## src/rtl/iomem_pwm_pkg.sv

```systemverilog
// Shared register map and helpers for the iomem PWM/GPIO peripheral.
// Optional polarity register is controlled by IOMEM_PWM_POLARITY_EN.
package iomem_pwm_pkg;

  localparam logic [5:0] REG_CTRL  = 6'h00;
  localparam logic [5:0] REG_PRESC = 6'h01;
  localparam logic [5:0] REG_GPIO  = 6'h02;
  localparam logic [5:0] REG_POL   = 6'h03;
  localparam logic [5:0] REG_DUTY0 = 6'h04;

  localparam int CTRL_EN_BIT = 0;
  localparam int NUM_CH_MAX  = 32;

  // Expands the four byte strobes into a 32-bit write mask.
  function automatic logic [31:0] lane_mask(input logic [3:0] strb);
    return {{8{strb[3]}}, {8{strb[2]}}, {8{strb[1]}}, {8{strb[0]}}};
  endfunction

endpackage

```

## src/rtl/iomem_pwm_gpio_channel.sv

```systemverilog
// One PWM channel: shadow/active duty pair, compare and registered output.
// The pol input only exists when IOMEM_PWM_POLARITY_EN is defined.
module pwm_channel #(
  parameter int PWM_W = 8
) (
  input  logic             clk,
  input  logic             resetn,
  input  logic             en,
  input  logic             wrap,
  input  logic             duty_we,
  input  logic [PWM_W:0]   duty_wdata,
  input  logic [PWM_W-1:0] cnt,
  input  logic             gpio,
`ifdef IOMEM_PWM_POLARITY_EN
  input  logic             pol,
`endif
  output logic [PWM_W:0]   duty_sh,
  output logic             pwm_out
);

  logic [PWM_W:0] duty_act;
  logic           level;

  assign level = en ? ({1'b0, cnt} < duty_act) : gpio;

  always_ff @(posedge clk or negedge resetn) begin
    if (!resetn) begin
      duty_sh  <= '0;
      duty_act <= '0;
      pwm_out  <= 1'b0;
    end else begin
      if (duty_we)
        duty_sh <= duty_wdata;
      // A write landing on the wrap edge stays in shadow until the next wrap.
      if (!en || wrap)
        duty_act <= duty_sh;
`ifdef IOMEM_PWM_POLARITY_EN
      pwm_out <= level ^ pol;
`else
      pwm_out <= level;
`endif
    end
  end

endmodule

```

## src/rtl/iomem_pwm_gpio.sv

```systemverilog
// Memory-mapped GPIO/PWM peripheral on the ricosoc iomem bus.
// Define IOMEM_PWM_POLARITY_EN to add the POL register at offset 0x0C.
module iomem_pwm_gpio
  import iomem_pwm_pkg::*;
#(
  parameter int          NUM_CH    = 4,
  parameter int          PWM_W     = 8,
  parameter int          PRESC_W   = 16,
  parameter logic [7:0]  BASE_ADDR = 8'h03
) (
  input  logic              clk,
  input  logic              resetn,
  input  logic              iomem_valid,
  output logic              iomem_ready,
  input  logic [3:0]        iomem_wstrb,
  input  logic [31:0]       iomem_addr,
  input  logic [31:0]       iomem_wdata,
  output logic [31:0]       iomem_rdata,
  output logic [NUM_CH-1:0] pwm_out
);

  logic               en;
  logic [PRESC_W-1:0] presc;
  logic [NUM_CH-1:0]  gpio;
`ifdef IOMEM_PWM_POLARITY_EN
  logic [NUM_CH-1:0]  pol;
`endif
  logic [PRESC_W-1:0] presc_cnt;
  logic [PWM_W-1:0]   cnt;
  logic               tick;
  logic               wrap;

  logic               accept;
  logic               wr_acc;
  logic [5:0]         word;
  logic [31:0]        wmask;
  logic [31:0]        rd_val;
  logic               unused_addr_bits;

  logic [PWM_W:0]     duty_sh [NUM_CH];
  logic [PWM_W:0]     duty_wd [NUM_CH];
  logic [NUM_CH-1:0]  duty_we;

  assign accept = iomem_valid && !iomem_ready && (iomem_addr[31:24] == BASE_ADDR);
  assign wr_acc = accept && (|iomem_wstrb);
  assign word   = iomem_addr[7:2];
  assign wmask  = lane_mask(iomem_wstrb);
  assign unused_addr_bits = ^{iomem_addr[23:8], iomem_addr[1:0]};

  always_comb begin
    rd_val = '0;
    case (word)
      REG_CTRL:  rd_val[CTRL_EN_BIT]   = en;
      REG_PRESC: rd_val[PRESC_W-1:0]   = presc;
      REG_GPIO:  rd_val[NUM_CH-1:0]    = gpio;
`ifdef IOMEM_PWM_POLARITY_EN
      REG_POL:   rd_val[NUM_CH-1:0]    = pol;
`endif
      default: begin
        for (int i = 0; i < NUM_CH; i++)
          if (word == REG_DUTY0 + 6'(i))
            rd_val[PWM_W:0] = duty_sh[i];
      end
    endcase
  end

  // rdata captures the mux before any write in the same access lands.
  always_ff @(posedge clk or negedge resetn) begin
    if (!resetn) begin
      iomem_ready <= 1'b0;
      iomem_rdata <= '0;
      en          <= 1'b0;
      presc       <= '0;
      gpio        <= '0;
`ifdef IOMEM_PWM_POLARITY_EN
      pol         <= '0;
`endif
    end else begin
      iomem_ready <= accept;
      iomem_rdata <= accept ? rd_val : '0;
      if (wr_acc) begin
        case (word)
          REG_CTRL:
            if (iomem_wstrb[CTRL_EN_BIT/8])
              en <= iomem_wdata[CTRL_EN_BIT];
          REG_PRESC:
            presc <= PRESC_W'((32'(presc) & ~wmask) | (iomem_wdata & wmask));
          REG_GPIO:
            gpio <= NUM_CH'((32'(gpio) & ~wmask) | (iomem_wdata & wmask));
`ifdef IOMEM_PWM_POLARITY_EN
          REG_POL:
            pol <= NUM_CH'((32'(pol) & ~wmask) | (iomem_wdata & wmask));
`endif
          default: ;
        endcase
      end
    end
  end

  // ">=" lets a lowered PRESC take effect next cycle instead of wrapping.
  assign tick = (presc_cnt >= presc);
  assign wrap = en && tick && (cnt == '1);

  always_ff @(posedge clk or negedge resetn) begin
    if (!resetn) begin
      presc_cnt <= '0;
      cnt       <= '0;
    end else if (!en) begin
      presc_cnt <= '0;
      cnt       <= '0;
    end else if (tick) begin
      presc_cnt <= '0;
      cnt       <= cnt + 1'b1;
    end else begin
      presc_cnt <= presc_cnt + 1'b1;
    end
  end

  for (genvar i = 0; i < NUM_CH; i++) begin : g_ch
    assign duty_we[i] = wr_acc && (word == REG_DUTY0 + 6'(i));
    assign duty_wd[i] = (PWM_W+1)'((32'(duty_sh[i]) & ~wmask) | (iomem_wdata & wmask));

    pwm_channel #(.PWM_W(PWM_W)) u_ch (
      .clk        (clk),
      .resetn     (resetn),
      .en         (en),
      .wrap       (wrap),
      .duty_we    (duty_we[i]),
      .duty_wdata (duty_wd[i]),
      .cnt        (cnt),
      .gpio       (gpio[i]),
`ifdef IOMEM_PWM_POLARITY_EN
      .pol        (pol[i]),
`endif
      .duty_sh    (duty_sh[i]),
      .pwm_out    (pwm_out[i])
    );
  end

endmodule

```

## config.mk

```make
export PLATFORM = sky130hd
export DESIGN_NAME = iomem_pwm_gpio
export DESIGN_NICKNAME = d
export VERILOG_FILES = /design/src/rtl/iomem_pwm_pkg.sv /design/src/rtl/iomem_pwm_gpio_channel.sv /design/src/rtl/iomem_pwm_gpio.sv
export SDC_FILE = /design/constraint.sdc
export NUM_CORES = 1
export LEC_CHECK = 0
export ABC_CLOCK_PERIOD_IN_PS = 3550
export CAP_MARGIN = 30
export CORE_AREA = 2 2 131 133
export DETAILED_ROUTE_END_ITERATION = 8
export DIE_AREA = 0 0 133 135
export DONT_BUFFER_PORTS = 1
export SLEW_MARGIN = 30
export SYNTH_ARGS = -nofsm -noshare
export SYNTH_HDL_FRONTEND = slang
export SYNTH_SLANG_ARGS = --single-unit
```

## constraint.sdc

```tcl
create_clock -name clk -period 3.55 [get_ports clk]
set_input_delay 1.065 -clock clk [delete_from_list [all_inputs] [get_ports clk]]
set_output_delay 1.065 -clock clk [all_outputs]
set_load 0.02 [all_outputs]
```

Yosys cells after proc, flatten, opt, wreduce, memory -nomap -nowiden

Index checks and enable logic that the tools add are counted.

$add $sub $neg: 2
Magnitude comparators: 5
Equal/unequal tests: 9
Mux-type cells: 17
Bitwise operators: 14
Reductions and logical operators: 18

Operator list:

| operator              | number |
|---|---|
| $mux 16               | 3 |
| $and 9x9->9           | 4 |
| $lt 8x9->1            | 4 |
| $mux 9                | 4 |
| $or 9x9->9            | 4 |
| $and 16x16->16        | 2 |
| $eq 6x3->1 const B    | 4 |
| $add 16x1->16 const B | 1 |
| $ge 16x16->1          | 1 |
| $mux 8                | 2 |
| $not 16->16           | 1 |
| $or 16x16->16         | 1 |
| $pmux 5 s2            | 1 |
| $logic_and 1x1->1     | 9 |
| $pmux 3 s3            | 1 |
| $add 8x1->8 const B   | 1 |
| $eq 8x2->1 const B    | 1 |
| $eq 8x8->1 const B    | 1 |
| $mux 7                | 1 |
| $eq 6x1->1 const B    | 1 |
| $eq 6x2->1 const B    | 1 |
| $logic_not 6->1       | 1 |
| $and 4x4->4           | 1 |
| $mux 1                | 4 |
| 9 further kinds       | 11 |

Bits in registers: 138
Input port bits: 71
Output and inout port bits: 37

Depth between registers and ports, before layout

Depth after elaboration: 7
Mapped depth: 9
Depth with buffers taken out: 7

Modules after synthesis

From an unflattened synthesis, not the netlist that was laid out.

Cell total of the unflattened synthesis: 727
Area, all modules: 7342.0 µm²

By module, submodules not included:

| module         | instances | cells each | area an instance (µm²) |
|---|---|---|---|
| iomem_pwm_gpio | 1         | 431        | 3783.6 |
| pwm_channel    | 4         | 74         | 889.6 |

Worst setup path before layout

No wires, ideal clock.

Path kind: input to register
Start point: input port iomem_addr[27]
End point: register (tool-made name)
Library setup time: 125 ps
Arrival: 3050 ps
Data required time: 3425 ps
Setup slack: 375 ps
Stages on the path: 7
Path through: or4_1 > or4_1 > buf_2 > clkinv_2 > nand3_4 > nor3_4 > mux2_2

RTL lines:

| item        | RTL line             | text |
|---|---|---|
| from (decl) | iomem_pwm_gpio.sv:16 | `input logic [31:0] iomem_addr,` |

==> summary.md <==
## Status
• run status: finished, final reports clean

## Timing
• post-route fraction of the period consumed by the critical path: 80.7%
• setup repair after global routing missed its margin: no
• headroom to the max-slew limit: 39.5%
• setup TNS: 0 ns
• Final Max Tran Viols: 0
• post-route setup slack: 0.686 ns
• Peak Freq: 349 MHz
• Final Skew: 0.00796 ns
• minimum clock period: 2.86 ns
• slew at the pin with the worst max-slew slack: 0.904 ns
• final hold violations: 0
• final count of negative-setup-slack endpoints: 0
• final hold slack: 0.327 ns

## Setup path
• maximum net fanout on the critical path: 8
• element type at the critical path start: primary input
• endpoint kind of the worst setup timing path: register
• most frequent cell on the critical path: sky130_fd_sc_hd__or4_1
• slowest stage cell on the critical path: sky130_fd_sc_hd__or4_1
• series of cell instances along the critical path: or4_1 -> or4_1 -> clkinv_2 -> nand3_4 -> nor3_4 -> buf_4 -> mux2_2
• origin of the worst setup path: iomem_addr[27]
• data required time at the worst endpoint: 3.86 ns
• Worst EP arrival: 3.17 ns
• launch instance of the worst register-to-register path: cnt[1]
• CP max stage delay: 0.53 ns
• Worst Path Class, Setup: in2reg

## Routing
• DRT Pass-1 Iters: 5
• number of nets with antenna violations after routing: 0
• total wire length after detailed routing: 22000 µm
• routed via count: 6628
• per-cell routed wire length: 20.8 µm
• via count normalized by instance count: 6.25
• Starting DRT DRC Count: 561
• DRC violation count after routing: 0

## CTS
• post-cts resize count: 0
• post-CTS setup buffers: 0
• number of clock sinks: 138
• Clock Latency Late Sink: 0.43 ns
• clock tree from TritonCTS: yes
• TritonCTS buffer count: 17
• H-tree depth reported by CTS: 4
• Clock Path Buffers: 2
• cell at the root of the clock tree: sky130_fd_sc_hd__clkbuf_16
• Post-CTS Hold Buffers: 0
• clock slew seen by the registers of the worst setup and hold paths: 0.06 ns

## Floorplan
• horizontal extent of the die: 133 µm
• die area: 18000 µm²
• row count: 47
• Vert. Die Dim: 135 µm
• Core Box Area: 16400 µm²
• initial core utilization: 49.5%
• total I/O pin count: 108

## Placed design
• Placed Area: 8260 µm²
• detailed placement HPWL: 14700 µm
• Setup WS pre-CTS: 0.269 ns
• count of buffers from port buffering: 0
• weighted congestion at the end of routability-driven global placement: 0.811
• Placed Cells: 1028

## Finish
• most common library cell in the layout ignoring fill and taps: sky130_fd_sc_hd__dfrtp_1
• number of nets in the final layout: 944
• final cell count without fillers: 1060
• top library cells by usage in the layout, fill and taps aside: sky130_fd_sc_hd__dfrtp_1 (137), sky130_fd_sc_hd__inv_1 (84), sky130_fd_sc_hd__nand2_1 (77)
• fin util: 54.1%
• post-route cell area: 8880 µm²
• layout overhead on the synthesized area: 9.25%
• share of final-layout standard cells stronger than drive strength 1: 14.0%
• Antenna Cells: 0

## Synthesis
• number of register bits inferred by synthesis: 138
• Synth Warn #: 0
• EDFF count, synth: 0
• Mapped Avg Cell Area: 9.54 µm²
• Cell variety after synth: 52
• dominant register cell in the synthesized netlist: sky130_fd_sc_hd__dfrtp_1
• cell taking the most area after synthesis: sky130_fd_sc_hd__dfrtp_1
• sequential-to-total area share from yosys stat: 42.5%
• Post-Synthesis Cell Area: 8130 µm²
• Cells after Synth: 852
• largest cells by area after synthesis: sky130_fd_sc_hd__dfrtp_1 (42%), sky130_fd_sc_hd__ha_1 (7.1%), sky130_fd_sc_hd__mux2_2 (6.9%)
• Synth async-reset ratio: 100%
• post-synth top area share: 42.5%

## Power
• worst vdd ir: 0.333 mV
• Leak: 3.77 nW
• overall power of the completed layout: 3.52 mW
• pwr/cell area: 396 nW/µm²

## Worst hold path
• worst min path class: in2async

## GRT
• maximum number of pins on one net before global-route repair: 139
• via count of the first global-routing pass: 6640
• global-route wire length before repair: 36000 µm
• total overflow reported by the global router: 0
• overall track demand over capacity in global routing: 25.8%
• number of antenna violations at the first check in global routing: 0

## Job
• number of maximum-capacitance constraint violations: 0

[worst paths after layout]
check	slack [ns]	cells after the start	endpoint
max	0.69	7	register
min	0.33	0	g_ch[3].u_ch.pwm_out
max reg2reg	0.87	7	g_ch[3].u_ch.duty_act[5]
min reg2reg	0.49	1	presc_cnt[0]
max in group asynchronous	3.01	0	en
min in group clk	0.49	1	presc_cnt[0]
[area by class of cell]
class | instances | area, µm²
fillers | 1441 | 7530
multi-input cells | 569 | 4070
flip-flops and latches | 138 | 3450
clock buffers | 18 | 439
inverters | 85 | 320
well taps | 220 | 275
clock inverters | 14 | 184
repair buffers | 16 | 133
[cell usage after synthesis, types with 2 or more instances]
library cell / count
sky130_fd_sc_hd__nor4_1: 3
sky130_fd_sc_hd__a211oi_1: 6
sky130_fd_sc_hd__and2_1: 3
sky130_fd_sc_hd__mux4_2: 6
sky130_fd_sc_hd__nand4b_1: 2
sky130_fd_sc_hd__nor3_1: 13
sky130_fd_sc_hd__nor2b_1: 4
sky130_fd_sc_hd__clkbuf_1: 45
sky130_fd_sc_hd__nand4_1: 40
sky130_fd_sc_hd__nand2_1: 77
sky130_fd_sc_hd__inv_1: 84
sky130_fd_sc_hd__a21oi_1: 28
sky130_fd_sc_hd__buf_1: 8
sky130_fd_sc_hd__xnor2_1: 9
sky130_fd_sc_hd__and3_1: 8
sky130_fd_sc_hd__and4b_1: 3
sky130_fd_sc_hd__a311oi_1: 2
sky130_fd_sc_hd__nor2_1: 37
sky130_fd_sc_hd__ha_1: 46
sky130_fd_sc_hd__o311ai_0: 42
sky130_fd_sc_hd__a31oi_1: 37
sky130_fd_sc_hd__dfrtp_1: 138
sky130_fd_sc_hd__o22ai_1: 42
sky130_fd_sc_hd__o21ai_0: 16
sky130_fd_sc_hd__xor2_1: 5
sky130_fd_sc_hd__nor2_4: 2
sky130_fd_sc_hd__nand3_1: 18
sky130_fd_sc_hd__mux2i_1: 5
sky130_fd_sc_hd__buf_4: 20
sky130_fd_sc_hd__nand2b_1: 8
sky130_fd_sc_hd__and4_1: 2
sky130_fd_sc_hd__a22oi_1: 6
sky130_fd_sc_hd__a21o_1: 9
sky130_fd_sc_hd__o211ai_1: 2
sky130_fd_sc_hd__or2_2: 3
sky130_fd_sc_hd__a211o_1: 2
sky130_fd_sc_hd__buf_2: 2
sky130_fd_sc_hd__or4_1: 3
sky130_fd_sc_hd__nor3b_1: 2
sky130_fd_sc_hd__mux2_2: 50
sky130_fd_sc_hd__a2bb2oi_1: 2
sky130_fd_sc_hd__a41oi_1: 2
[report_power, final]
part	leakage (nW)	switching [mW]	total, mW	internal (mW)
registers	1.84	0.00109	1.57	1.57
clock network	0.292	0.754	1.89	1.14
logic	1.63	0.0325	0.0465	0.0140
[layer usage]
| metal | vias to the layer above | routed length (µm) | part of all wire (%) | track usage (%) |
|---|---|---|---|---|
| li1 | 3045 | - | - | - |
| met2 | 254 | 10400 | 47 | 40.6 |
| met3 | 37 | 1380 | 6.3 | 5.86 |
| met4 | 0 | 430 | 2.0 | 9.92 |
| met5 | - | 0 | 0 | 0 |
| met1 | 3292 | 9770 | 44 | 34.9 |
[cells by family after synthesis]
| group | synth area share, % |
|---|---|
| compound gates | 16.5 |
| xor+xnor | 1.51 |
| fa+ha+maj | 7.08 |
| buf+inv | 8.36 |
| flops | 42.5 |
| mux | 9.21 |
| other cells | 0.0461 |
| simple gates | 14.8 |
[critical path, delay by kind of cell]
| family | cells | cell delay [ns] |
|---|---|---|
| buffers and inverters | 2 | 0.42 |
| multiplexers | 1 | 0.36 |
| AND/OR/NAND/NOR | 4 | 1.31 |
(Power assumes the default switching activity.)
